$ cat src/rtl/fma16_pkg.sv
// Shared types and constants for the fma16 sequencing/arbitration logic.
package fma16_pkg;

  localparam int unsigned NREQ = 2;

  // Operation control bits, MSB first: {mul, add, negp, negz}.
  typedef struct packed {
    logic mul;
    logic add;
    logic negp;
    logic negz;
  } fma16_op_t;

  // Exception flags, MSB first: {nv, of, uf, nx}.
  typedef struct packed {
    logic nv;
    logic of;
    logic uf;
    logic nx;
  } fma16_flags_t;

  typedef enum logic [1:0] {
    StIdle,
    StExec,
    StResp
  } arb_state_t;

  localparam logic [1:0] RM_RZ  = 2'b00;
  localparam logic [1:0] RM_RNE = 2'b01;
  localparam logic [1:0] RM_RN  = 2'b10;
  localparam logic [1:0] RM_RP  = 2'b11;

endpackage

$ cat src/rtl/fma16_rr_arb.sv
// Two-way round-robin grant logic. On a tie the requester that did not win
// last time is granted; last_grant advances only when the grant is consumed.
module fma16_rr_arb (
  input  logic       clk,
  input  logic       reset,
  input  logic [1:0] req,
  input  logic       update,
  output logic       gnt_valid,
  output logic       gnt_idx
);

  logic last_grant_q, last_grant_d;

  // Combinational grant selection and last-grant next state.
  always_comb begin
    gnt_valid    = |req;
    gnt_idx      = req[1];
    if (req == 2'b11) begin
      gnt_idx = ~last_grant_q;
    end
    last_grant_d = last_grant_q;
    if (update) begin
      last_grant_d = gnt_idx;
    end
  end

  // last_grant resets to 1 so requester 0 wins the first tie.
  always_ff @(posedge clk) begin
    if (reset) begin
      last_grant_q <= 1'b1;
    end else begin
      last_grant_q <= last_grant_d;
    end
  end

endmodule

$ cat src/rtl/fma16_arbiter.sv
// Shares one external fma16 datapath between two requesters: round-robin
// accept, operand registers, fixed-latency wait, held response, sticky flags.
module fma16_arbiter
  import fma16_pkg::*;
#(
  parameter int unsigned CORE_LAT = 1
) (
  input  logic            clk,
  input  logic            reset,
  input  logic [1:0]      req_valid,
  output logic [1:0]      req_ready,
  input  logic [1:0][15:0] req_x,
  input  logic [1:0][15:0] req_y,
  input  logic [1:0][15:0] req_z,
  input  logic [1:0][3:0] req_op,
  input  logic [1:0][1:0] req_rm,
  output logic            rsp_valid,
  input  logic            rsp_ready,
  output logic [15:0]     rsp_result,
  output logic [3:0]      rsp_flags,
  output logic            rsp_id,
  output logic [15:0]     fma_x,
  output logic [15:0]     fma_y,
  output logic [15:0]     fma_z,
  output logic [3:0]      fma_op,
  output logic [1:0]      fma_rm,
  input  logic [15:0]     fma_result,
  input  logic [3:0]      fma_flags,
  output logic [3:0]      flags_acc,
  input  logic            flags_clr,
  output logic            busy
);

  localparam logic [2:0] LatInit = 3'(CORE_LAT - 1);

  arb_state_t   state_q, state_d;
  logic [15:0]  fma_x_q, fma_x_d, fma_y_q, fma_y_d, fma_z_q, fma_z_d;
  fma16_op_t    fma_op_q, fma_op_d;
  logic [1:0]   fma_rm_q, fma_rm_d;
  logic         id_q, id_d;
  logic [2:0]   lat_cnt_q, lat_cnt_d;
  logic [15:0]  rsp_result_q, rsp_result_d;
  fma16_flags_t rsp_flags_q, rsp_flags_d;
  logic         rsp_id_q, rsp_id_d;
  logic         rsp_valid_q, rsp_valid_d;
  logic [3:0]   flags_acc_q, flags_acc_d;

  logic gnt_valid, gnt_idx;
  logic can_accept, accept, capture;

  fma16_rr_arb u_rr_arb (
    .clk       (clk),
    .reset     (reset),
    .req       (req_valid),
    .update    (accept),
    .gnt_valid (gnt_valid),
    .gnt_idx   (gnt_idx)
  );

  // Handshake, FSM next state, operand load, response capture, sticky flags.
  always_comb begin
    state_d      = state_q;
    fma_x_d      = fma_x_q;
    fma_y_d      = fma_y_q;
    fma_z_d      = fma_z_q;
    fma_op_d     = fma_op_q;
    fma_rm_d     = fma_rm_q;
    id_d         = id_q;
    lat_cnt_d    = lat_cnt_q;
    rsp_result_d = rsp_result_q;
    rsp_flags_d  = rsp_flags_q;
    rsp_id_d     = rsp_id_q;
    rsp_valid_d  = rsp_valid_q;
    flags_acc_d  = flags_acc_q;
    req_ready    = 2'b00;

    // A new op may enter when idle, or when the held response drains this edge.
    can_accept = !reset && ((state_q == StIdle) || ((state_q == StResp) && rsp_ready));
    if (can_accept && gnt_valid) begin
      req_ready[gnt_idx] = 1'b1;
    end
    accept  = |(req_valid & req_ready);
    capture = (state_q == StExec) && (lat_cnt_q == 3'd0);

    unique case (state_q)
      StIdle: ;
      StExec: begin
        if (capture) begin
          rsp_result_d = fma_result;
          rsp_flags_d  = fma_flags;
          rsp_id_d     = id_q;
          rsp_valid_d  = 1'b1;
          state_d      = StResp;
        end else begin
          lat_cnt_d = lat_cnt_q - 3'd1;
        end
      end
      StResp: begin
        if (rsp_ready) begin
          rsp_valid_d = 1'b0;
          state_d     = StIdle;
        end
      end
      default: state_d = StIdle;
    endcase

    // Accept overrides the RESP->IDLE transition for back-to-back ops.
    if (accept) begin
      fma_x_d   = req_x[gnt_idx];
      fma_y_d   = req_y[gnt_idx];
      fma_z_d   = req_z[gnt_idx];
      fma_op_d  = req_op[gnt_idx];
      fma_rm_d  = req_rm[gnt_idx];
      id_d      = gnt_idx;
      lat_cnt_d = LatInit;
      state_d   = StExec;
    end

    // A clear coinciding with a capture keeps the freshly captured flags.
    if (capture) begin
      flags_acc_d = flags_clr ? fma_flags : (flags_acc_q | fma_flags);
    end else if (flags_clr) begin
      flags_acc_d = 4'b0000;
    end
  end

  // State and datapath registers with synchronous reset.
  always_ff @(posedge clk) begin
    if (reset) begin
      state_q      <= StIdle;
      fma_x_q      <= '0;
      fma_y_q      <= '0;
      fma_z_q      <= '0;
      fma_op_q     <= '0;
      fma_rm_q     <= '0;
      id_q         <= 1'b0;
      lat_cnt_q    <= '0;
      rsp_result_q <= '0;
      rsp_flags_q  <= '0;
      rsp_id_q     <= 1'b0;
      rsp_valid_q  <= 1'b0;
      flags_acc_q  <= '0;
    end else begin
      state_q      <= state_d;
      fma_x_q      <= fma_x_d;
      fma_y_q      <= fma_y_d;
      fma_z_q      <= fma_z_d;
      fma_op_q     <= fma_op_d;
      fma_rm_q     <= fma_rm_d;
      id_q         <= id_d;
      lat_cnt_q    <= lat_cnt_d;
      rsp_result_q <= rsp_result_d;
      rsp_flags_q  <= rsp_flags_d;
      rsp_id_q     <= rsp_id_d;
      rsp_valid_q  <= rsp_valid_d;
      flags_acc_q  <= flags_acc_d;
    end
  end

  assign fma_x      = fma_x_q;
  assign fma_y      = fma_y_q;
  assign fma_z      = fma_z_q;
  assign fma_op     = fma_op_q;
  assign fma_rm     = fma_rm_q;
  assign rsp_valid  = rsp_valid_q;
  assign rsp_result = rsp_result_q;
  assign rsp_flags  = rsp_flags_q;
  assign rsp_id     = rsp_id_q;
  assign flags_acc  = flags_acc_q;
  assign busy       = (state_q != StIdle);

endmodule

$ cat config.mk
export PLATFORM = sky130hd
export DESIGN_NAME = fma16_arbiter
export DESIGN_NICKNAME = d
export VERILOG_FILES = /design/src/rtl/fma16_pkg.sv /design/src/rtl/fma16_rr_arb.sv /design/src/rtl/fma16_arbiter.sv
export SDC_FILE = /design/constraint.sdc
export NUM_CORES = 1
export LEC_CHECK = 0
export ABC_AREA = 1
export BUFFER_PORTS_ARGS = -buffer_cell sky130_fd_sc_hd__buf_2
export CAP_MARGIN = 10
export CORE_MARGIN = 2
export CORE_UTILIZATION = 47
export CTS_BUF_LIST = sky130_fd_sc_hd__clkbuf_2 sky130_fd_sc_hd__clkbuf_4 sky130_fd_sc_hd__clkbuf_8
export CTS_CLUSTER_SIZE = 12
export DETAILED_ROUTE_END_ITERATION = 10
export PLACE_DENSITY = 0.82
export SYNTH_ARGS = -nofsm -noshare
export SYNTH_HDL_FRONTEND = slang
export SYNTH_SLANG_ARGS = --single-unit
$ cat constraint.sdc
create_clock -name clk -period 1.7 [get_ports clk]
set_clock_uncertainty 0.15 [all_clocks]
set_input_delay 0.34 -clock clk [delete_from_list [all_inputs] [get_ports clk]]
set_output_delay 0.34 -clock clk [all_outputs]
set_load 0.02 [all_outputs]
==> run metrics <==
Leakage=3.16 nW; syn nets=791; Ys Warns=0; Initial Utilization=0.484; Synth area leaders=dfxtp_1 (41%), nand2_1 (23%), nor2_1 (7.4%); number of I/O pins=217; clk_lat worst skew=0.35 ns; Netlist cell types=20; DR vias/cell=4.74; area of placed instances=5380 µm²; CTS tree=done; Die Ht=98.7 µm; die footprint=9740 µm²; I/O Buffers=216; WL/cell=11.6 µm; CTS Buf Count=9; Cell Pwr Density=873 nW/µm²; Setup violations, final=0; critical path launch point=state_q[1]$_SDFFE_PP0P_; Remaining Overflow, GRT=0; FF-to-FF path depth=8; final worst slack=0.0142 ns; vias in the first global route=4142; Worst VDD drop=0.485 mV; DR DRC count=0; Synth Register Bits=87; antenna viol nets, final=0; final setup TNS=0 ns; r2r endpoint=fma_z[9]$_SDFFE_PP0P_; Worst setup endpoint=req_ready[1]; Tmin final=1.69 ns; reg-to-reg slack, setup=0.13 ns; clk buf depth=2; Iteration-0 DRC Markers=124; Chip Width=98.7 µm; CP arrival=1.20 ns; clock root buffer=clkbuf_8; largest net degree at the start of global routing=63; clk sinks=87; nets@finish=999; area share of the largest cell type after synthesis=0.413; FF-to-FF Start=state_q[0]$_SDFFE_PP0P_; RSZ-0062 raised after global routing=yes; maximum clock rate=0.593 GHz; max cap viols=0; dpl hpwl=8160 µm; DP Cell Count=952; post-synthesis instance total=655; crit share post-route=0.992; CP Capture Type=output pin; Hold Vio Cnt, Final=0; post-route insts no fill=976; synthesized area=4220 µm²; first drt pass iteration count=5; Total Wirelength=11300 µm; post-route cell area=5680 µm²; Crit Path Category=reg2out; Reg clk slew, reported paths=0.10 ns; CP startpoint kind=register; average size of a mapped cell=6.44 µm²; Slew Limit Fails=0; Max FO, Critical Path=3; Crit path required time=1.21 ns; detailed-route via count=4630; core box area=8720 µm²; initial antenna violation count=0; worst hold-check path type=in2reg; Layout area overhead=34.7%; outcome=finished, final reports clean; # rows=34; Total GRT Usage=0.226; first-pass GRT wire length=18500 µm; post-synth top area cell=dfxtp_1; register area share after synthesis=0.413; Hold-fix buffers, CTS=0; slew margin rel.=0.697; H-tree depth=3; Ant. Diodes=0; worst slack, placed=0.116 ns; measured slew at the worst slew-check pin=0.455 ns; GPL Wtd Cong=0.867; layout cells sized above 1=0.313
-- per-stage QoR --
stage / util / power [mW] / hold slack, ns
final: 0.651 / 4.96 / 0.0697
after CTS: 0.647 / 4.98 / 0.0531
after global routing: 0.651 / 5.25 / 0.0612
after floorplan: - / 3.11 / 0.290
after detailed placement: 0.617 / 3.56 / 0.302
after global placement: 0.617 / 3.54 / 0.294
-- per-layer routing --
layer  wire [µm]  track usage  share of wire  vias to the layer above
li1            -            -              -                     2429
met1        4890        0.270           0.43                     2013
met2        5400        0.395           0.48                      162
met3         769       0.0546          0.068                       26
met4         284       0.0801          0.025                        0
met5           0            0              0                        -
-- cells by family (layout without fill, tap and decap cells) --
group | count (synthesis) | after routing | share of synthesized area
adder cells (fa/ha/maj) | 2 | 2 | 0.00593
buffers and inverters | 95 | 308 | 0.0955
AND/OR/NAND/NOR | 420 | 420 | 0.423
AO/OA/AOI/OAI | 50 | 50 | 0.0602
flip-flops | 87 | 87 | 0.413
XOR/XNOR | 1 | 1 | 0.00208
-- state kept, by name (all words and copies together) (netlist names), 2 cells and up --
register / flops
lat_cnt_q: 3
flags_acc: 4
state_q: 2
fma_z: 16
fma_op: 4
fma_x: 16
fma_y: 16
rsp_flags: 4
rsp_result: 16
fma_rm: 2
-- cells in the mapped netlist, drive strengths merged --
| library cell | instances |
|---|---|
| buf | 28 |
| inv | 52 |
| o21ai | 3 |
| dfxtp | 87 |
| a21oi | 47 |
| clkbuf | 15 |
| nor2 | 84 |
| nand2 | 258 |
| ha | 2 |
| nand3 | 39 |
| nand3b | 39 |
| xor2 | 1 |
-- report_power, final --
| part | switching, mW | internal (mW) | total, mW |
|---|---|---|---|
| combinational | 0.762 | 0.498 | 1.26 |
| clock | 0.830 | 0.580 | 1.41 |
| sequential | 0.0822 | 2.20 | 2.29 |
| total | 1.67 | 3.28 | 4.96 |
-- critical path: stages, from the launching register on --
cell     delay [ns]
dfxtp_2        0.36
inv_2          0.05
o21ai_4        0.16
nor2_4         0.05
nand2_2        0.07
inv_2          0.04
buf_6          0.12
-- final cells by class --
type                    instances  area [µm²]
clock inverters                 7        70.1
repair buffers                240        1310
well taps                     108         135
multi-input cells             473        2100
flip-flops and latches         87        1750
inverters                      52         198
clock buffers                   9         124
fillers                       860        3040
-- repair_timing --
action	CTS	global route
buffers inserted	5	3
cloned	0	0
pin swaps	6	5
resized for setup	13	4
setup endpoints to repair	2	21
-- how the worst min path moves through the flow --
stage	to	startpoint	slack [ns]	cells past startpoint
detailed placement	rsp_result[15]$_SDFFE_PP0P_	rsp_result[15]$_SDFFE_PP0P_	0.30	2
global placement	rsp_id$_SDFFE_PP0P_	rsp_id$_SDFFE_PP0P_	0.29	2
floorplan	lat_cnt_q[0]$_SDFFE_PP0P_	lat_cnt_q[0]$_SDFFE_PP0P_	0.29	2
global route	state_q[0]$_SDFFE_PP0P_	reset	0.06	2
finish	state_q[0]$_SDFFE_PP0P_	reset	0.07	2
CTS	state_q[0]$_SDFFE_PP0P_	reset	0.05	2
-- layout by cell type (no fill, tap or decap) --
cell type and n:
a21oi_1 46, ha_1 2, inv_6 1, nor2_2 1, a21oi_2 1, nand3b_1 39, o21ai_2 1, clkbuf_8 9
dfxtp_2 3, o21ai_4 1, dfxtp_1 84, inv_2 3, inv_1 48, nand3_1 39, o21ai_0 1, nor2_4 1
inv_8 4, clkinv_4 1, buf_4 22, buf_6 1, nand2_4 1, nand2_1 254, inv_4 1, clkinvlp_4 1
nor2_1 82, xor2_1 1, nand2_2 3, buf_12 3, buf_2 214
Note: power is estimated with default switching activity, not from simulation.
